## src/rtl/period_to_freq_bcd.sv

```systemverilog
// ============================================================================
// Module      : period_to_freq_bcd
// Description : Converts a period count into NUMERATOR/period, clamped to
//               0..9999, emitted as four BCD digits (restoring divide, then
//               double-dabble). Optional macro FREQ_ROUND_EN selects
//               round-to-nearest instead of truncation.
// Revision    : 1.0 - initial release
// ============================================================================
`default_nettype none

module period_to_freq_bcd #(
    parameter int NUMERATOR = 10000000,
    parameter int NUM_W     = 24,
    parameter int PER_W     = 14
) (
    input  logic             iClk,
    input  logic             iRst_n,
    input  logic [PER_W-1:0] iPeriod,
    input  logic             iPeriodValid,
    output logic             oBusy,
    output logic             oValid,
    output logic             oOverflow,
    output logic [3:0]       oThousands,
    output logic [3:0]       oHundreds,
    output logic [3:0]       oTens,
    output logic [3:0]       oUnits
);

    localparam int CNT_W = $clog2(NUM_W + 2);
    localparam int BIN_W = 14;
    localparam logic [CNT_W-1:0] c_DIV_LAST = CNT_W'(NUM_W);
    localparam logic [CNT_W-1:0] c_BCD_LAST = CNT_W'(BIN_W - 1);
    localparam logic [BIN_W-1:0] c_MAX_OUT  = BIN_W'(9999);

    typedef enum logic [2:0] {
        S_IDLE = 3'd0,
        S_DIV  = 3'd1,
        S_SAT  = 3'd2,
        S_BCD  = 3'd3,
        S_DONE = 3'd4
    } t_state_e;

    t_state_e         r_state;
    t_state_e         w_stateNext;
    logic [PER_W-1:0] r_period;
    logic [NUM_W:0]   r_dividend;
    logic [PER_W:0]   r_rem;
    logic [NUM_W:0]   r_quot;
    logic [CNT_W-1:0] r_cnt;
    logic [BIN_W-1:0] r_bin;
    logic [15:0]      r_bcd;
    logic             r_ovf;

    logic [NUM_W:0]   w_dividendInit;
    logic [PER_W:0]   w_remShift;
    logic [PER_W:0]   w_remNext;
    logic             w_ge;
    logic             w_clamp;
    logic [11:0]      w_bcdAdj;

`ifdef FREQ_ROUND_EN
    // The extra dividend bit absorbs the carry of the rounding term.
    assign w_dividendInit = (NUM_W+1)'(NUMERATOR) + (NUM_W+1)'(iPeriod >> 1);
`else
    assign w_dividendInit = (NUM_W+1)'(NUMERATOR);
`endif

    // A zero period never subtracts; its quotient is discarded in SAT anyway.
    assign w_remShift = {r_rem[PER_W-1:0], r_dividend[NUM_W]};
    assign w_ge       = (r_period != '0) &&
                        (r_rem[PER_W] || (w_remShift >= {1'b0, r_period}));
    assign w_remNext  = w_ge ? (w_remShift - {1'b0, r_period}) : w_remShift;
    assign w_clamp    = (r_period == '0) || (r_quot > (NUM_W+1)'(9999));

    // Thousands nibble is at most 4 before any shift, so it never needs adjusting.
    always_comb begin
        w_bcdAdj = r_bcd[11:0];
        for (int k = 0; k < 3; k++) begin
            if (r_bcd[k*4 +: 4] >= 4'd5) begin
                w_bcdAdj[k*4 +: 4] = r_bcd[k*4 +: 4] + 4'd3;
            end
        end
    end

    always_ff @(posedge iClk or negedge iRst_n) begin
        if (!iRst_n) begin
            r_state <= S_IDLE;
        end else begin
            r_state <= w_stateNext;
        end
    end

    always_comb begin
        w_stateNext = r_state;
        case (r_state)
            S_IDLE:  if (iPeriodValid) w_stateNext = S_DIV;
            S_DIV:   if (r_cnt == c_DIV_LAST) w_stateNext = S_SAT;
            S_SAT:   w_stateNext = S_BCD;
            S_BCD:   if (r_cnt == c_BCD_LAST) w_stateNext = S_DONE;
            S_DONE:  w_stateNext = S_IDLE;
            default: w_stateNext = S_IDLE;
        endcase
    end

    always_ff @(posedge iClk or negedge iRst_n) begin
        if (!iRst_n) begin
            r_period   <= '0;
            r_dividend <= '0;
            r_rem      <= '0;
            r_quot     <= '0;
            r_cnt      <= '0;
            r_bin      <= '0;
            r_bcd      <= '0;
            r_ovf      <= 1'b0;
            oBusy      <= 1'b0;
            oValid     <= 1'b0;
            oOverflow  <= 1'b0;
            oThousands <= '0;
            oHundreds  <= '0;
            oTens      <= '0;
            oUnits     <= '0;
        end else begin
            oValid <= 1'b0;
            case (r_state)
                S_IDLE: begin
                    if (iPeriodValid) begin
                        r_period   <= iPeriod;
                        r_dividend <= w_dividendInit;
                        r_rem      <= '0;
                        r_quot     <= '0;
                        r_cnt      <= '0;
                        oBusy      <= 1'b1;
                    end
                end
                S_DIV: begin
                    r_rem      <= w_remNext;
                    r_quot     <= {r_quot[NUM_W-1:0], w_ge};
                    r_dividend <= {r_dividend[NUM_W-1:0], 1'b0};
                    r_cnt      <= r_cnt + 1'b1;
                end
                S_SAT: begin
                    r_bin <= w_clamp ? c_MAX_OUT : r_quot[BIN_W-1:0];
                    r_ovf <= w_clamp;
                    r_bcd <= '0;
                    r_cnt <= '0;
                end
                S_BCD: begin
                    r_bcd <= {r_bcd[14:12], w_bcdAdj, r_bin[BIN_W-1]};
                    r_bin <= {r_bin[BIN_W-2:0], 1'b0};
                    r_cnt <= r_cnt + 1'b1;
                end
                S_DONE: begin
                    oThousands <= r_bcd[15:12];
                    oHundreds  <= r_bcd[11:8];
                    oTens      <= r_bcd[7:4];
                    oUnits     <= r_bcd[3:0];
                    oOverflow  <= r_ovf;
                    oValid     <= 1'b1;
                    oBusy      <= 1'b0;
                end
                default: ;
            endcase
        end
    end

endmodule

`default_nettype wire
```

## config.mk

```make
export PLATFORM = sky130hd
export DESIGN_NAME = period_to_freq_bcd
export DESIGN_NICKNAME = d
export VERILOG_FILES = /design/src/rtl/period_to_freq_bcd.sv
export SDC_FILE = /design/constraint.sdc
export NUM_CORES = 1
export LEC_CHECK = 0
export CAP_MARGIN = 20
export CORE_MARGIN = 1.5
export CORE_UTILIZATION = 50
export CTS_CLUSTER_SIZE = 30
export DETAILED_ROUTE_END_ITERATION = 8
export PLACE_DENSITY = 0.71
export SLEW_MARGIN = 40
export SYNTH_ARGS = -nofsm -noshare
export SYNTH_HDL_FRONTEND = slang
export SYNTH_SLANG_ARGS = --single-unit
```

## constraint.sdc

```tcl
create_clock -name iClk -period 2.1 [get_ports iClk]
set_input_delay 0.42 -clock iClk [delete_from_list [all_inputs] [get_ports iClk]]
set_output_delay 0.42 -clock iClk [all_outputs]
set_load 0.02 [all_outputs]
```

==> results.ini <==
[run_status]
status=complete, but fails checks
violations=setup timing

[job]
cap_violations=0

[global_routing]
grt_max_degree=65
grtUsageTotal=0.236
grt_pass1_vias=5086
grt_first_pass_wirelength_mm=24.0
globalRouteOverflowTotal=0
antenna_found_initial=0

[synth]
yosys_warnings=0
synth_edf_count=0
synth_top_flop_cell=dfrtp_1
ys_types=55
ys_async_sr_fraction=1.00
ys_seq_elements=130
ys_seq_area_frac=0.528
syn_area_um2=6160
synth_nets=632
syn_area_per_cell_um2=10.4
synthCells=591

[placed_design]
gp_congestion=0.884
dpl.hpwl_mm=9.08
dpl_cell_area_um2=7170
io_buffers=35

[timing]
rsz0062_at_grt=yes
clock_skew_ns=0.00478
hold_violations=0
timing.slew.headroom=0.629
fmax_mhz=436
drv_slew=0
tightest_slew_ns=0.556
fin_setup_tns_ns=-1.21
setup_slack_ns=-0.194
fin_crit_sh=1.09
layout_min_cycle_time_ns=2.29
setup_viol=14

[die]
row_count=40
core_um2=12000
die_area_um2=13000
start_util=0.513
io_pins=36
die_h_um=114
die_w_um=114

[pwr]
irDropWorstVdd_v=0.000768
p_total_uw=13900
p_leak_uw=0.00374
power.density_nw_per_um2=1670

[layout]
finalInstanceArea_um2=8310
final_cell_mix=dfrtp_1 (128), buf_4 (89), nand2_1 (75)
final_common_cell=dfrtp_1
final_core_util=0.691
layout-drive-gt1-share=0.283
nets=755
diodes=0
syn_to_final_growth_pct=34.9

[clock_network]
path_clk_slew_ns=0.06
cts-root-buf=clkbuf_16
clock_sinks=130
clk_latency_ns=0.41
numCtsBuffers=17
cts_tree=built
clock_path_buffers=2
htreeDepth=4

[worst_setup_path]
cp_top_family=compound AO/OA/AOI/OAI gates
slowest_delay_ns=0.39
cp-end-kind=flip-flop
crit_type=reg -> reg
required_ns=2.40
crit_chain=ha_2, fa_2, nand2b_4, a211oi_4, o22ai_2, o21ai_2, buf_4, xnor2_1, o31ai_1
startpoint_type=flip-flop
crit_arrival_ns=2.59
crit_fanout=2
crit_path_top_delay_cell=dfrtp_1
critPathBufInv=1

[routing]
viasPerCell=5.70
drt_iter0_markers=359
route.vias.total=4979
first_pass_iters=5
detail-route-antenna-nets=0
drc=0
post_drt_wl_per_cell_um=16.9
routed_wl_mm=14.8

[min_path]
min_path_type=in -> async

[cells by family after synthesis]
group / after synthesis / synth area share
mux: 30 / 0.0526
flops: 130 / 0.528
xor+xnor: 17 / 0.0242
fa+ha+maj: 24 / 0.0500
compound gates: 175 / 0.190
simple gates: 157 / 0.117
buf+inv: 58 / 0.0378
[metal layers]
metal	vias up	track usage	part of all wire
met4	0	0.103	0.020
met1	2455	0.292	0.43
met5	-	0	0
met3	27	0.0441	0.040
li1	2361	-	-
met2	136	0.404	0.51
[worst reg2reg max path, stage by stage, from the launching register on]
cell	delay [ns]
dfrtp_1	0.39
ha_2	0.20
fa_2	0.36
nand2b_4	0.17
a211oi_4	0.24
o22ai_2	0.13
o21ai_2	0.18
buf_4	0.14
xnor2_1	0.07
o31ai_1	0.29
[per-stage QoR]
stage	instances	hold WS [ns]	setup slack, ns
final	874	0.453	-0.194
after CTS	864	0.453	-0.0695
after global placement	814	0.337	-0.116
after detailed placement	814	0.353	-0.132
after floorplan	591	0.124	0.00635
after global routing	874	0.467	-0.318
[registers in the layout (all words and copies together), names as in the netlist]
register    count
oUnits          4
oThousands      4
oTens           4
r_ovf           1
r_quot         25
r_state         3
r_bcd          16
oValid          1
r_dividend     18
r_cnt           5
oHundreds       4
r_rem          15
r_period       14
oBusy           1
oOverflow       1
r_bin          14
[power by group]
part / internal (uW) / total [uW] / switching (uW)
Sequential: 3380 / 4150 / 774
Combinational: 3340 / 6560 / 3220
Clock: 2090 / 3170 / 1080
Total: 8810 / 13900 / 5080
[cell type report]
type	instances	area, um2
sequential	130	3260
multi-input combinational	404	2960
tap	147	184
timing repair buffer	134	1160
clock buffer	21	470
clock inverter	11	174
inverter	27	101
fill	872	3710
[what timing repair did]
action | in CTS | in global routing
setup buffers | 17 | 11
resized for setup | 33 | 23
hold buffers | 1 | 0
hold endpoints to repair | 20 | 0
setup endpoints to repair | 16 | 20
gates cloned | 0 | 1
pin swaps | 16 | 25
[synth_stat cells, types with 9 or more instances]
library cell  number  share of area
mux2_2            19          0.035
dfrtp_1          130           0.53
ha_1              23          0.047
a21oi_1           18          0.015
mux2i_1           11          0.018
o21ai_0           58          0.047
nand2_1           75          0.046
xnor2_1           10          0.014
clkbuf_1          19          0.012
nor2_1            31          0.019
o21ai_1            9         0.0073
a22o_1            35          0.050
nand2b_1          10          0.010
inv_1             27          0.016
[final timing paths]
path / start / endpoint / slack [ns] / cells after the start
worst max-delay path: r_period[0] / r_rem[10] / -0.19 / 9
worst min-delay path: iRst_n / oBusy / 0.45 / 2
worst max register to register: r_period[0] / r_rem[10] / -0.19 / 9
worst min register to register: r_bcd[15] / r_bcd[15] / 0.48 / 2
max in group asynchronous: iRst_n / r_ovf / 1.02 / 3
min in group iClk: r_bcd[15] / r_bcd[15] / 0.48 / 2
Power figures use the tool's default switching activity.
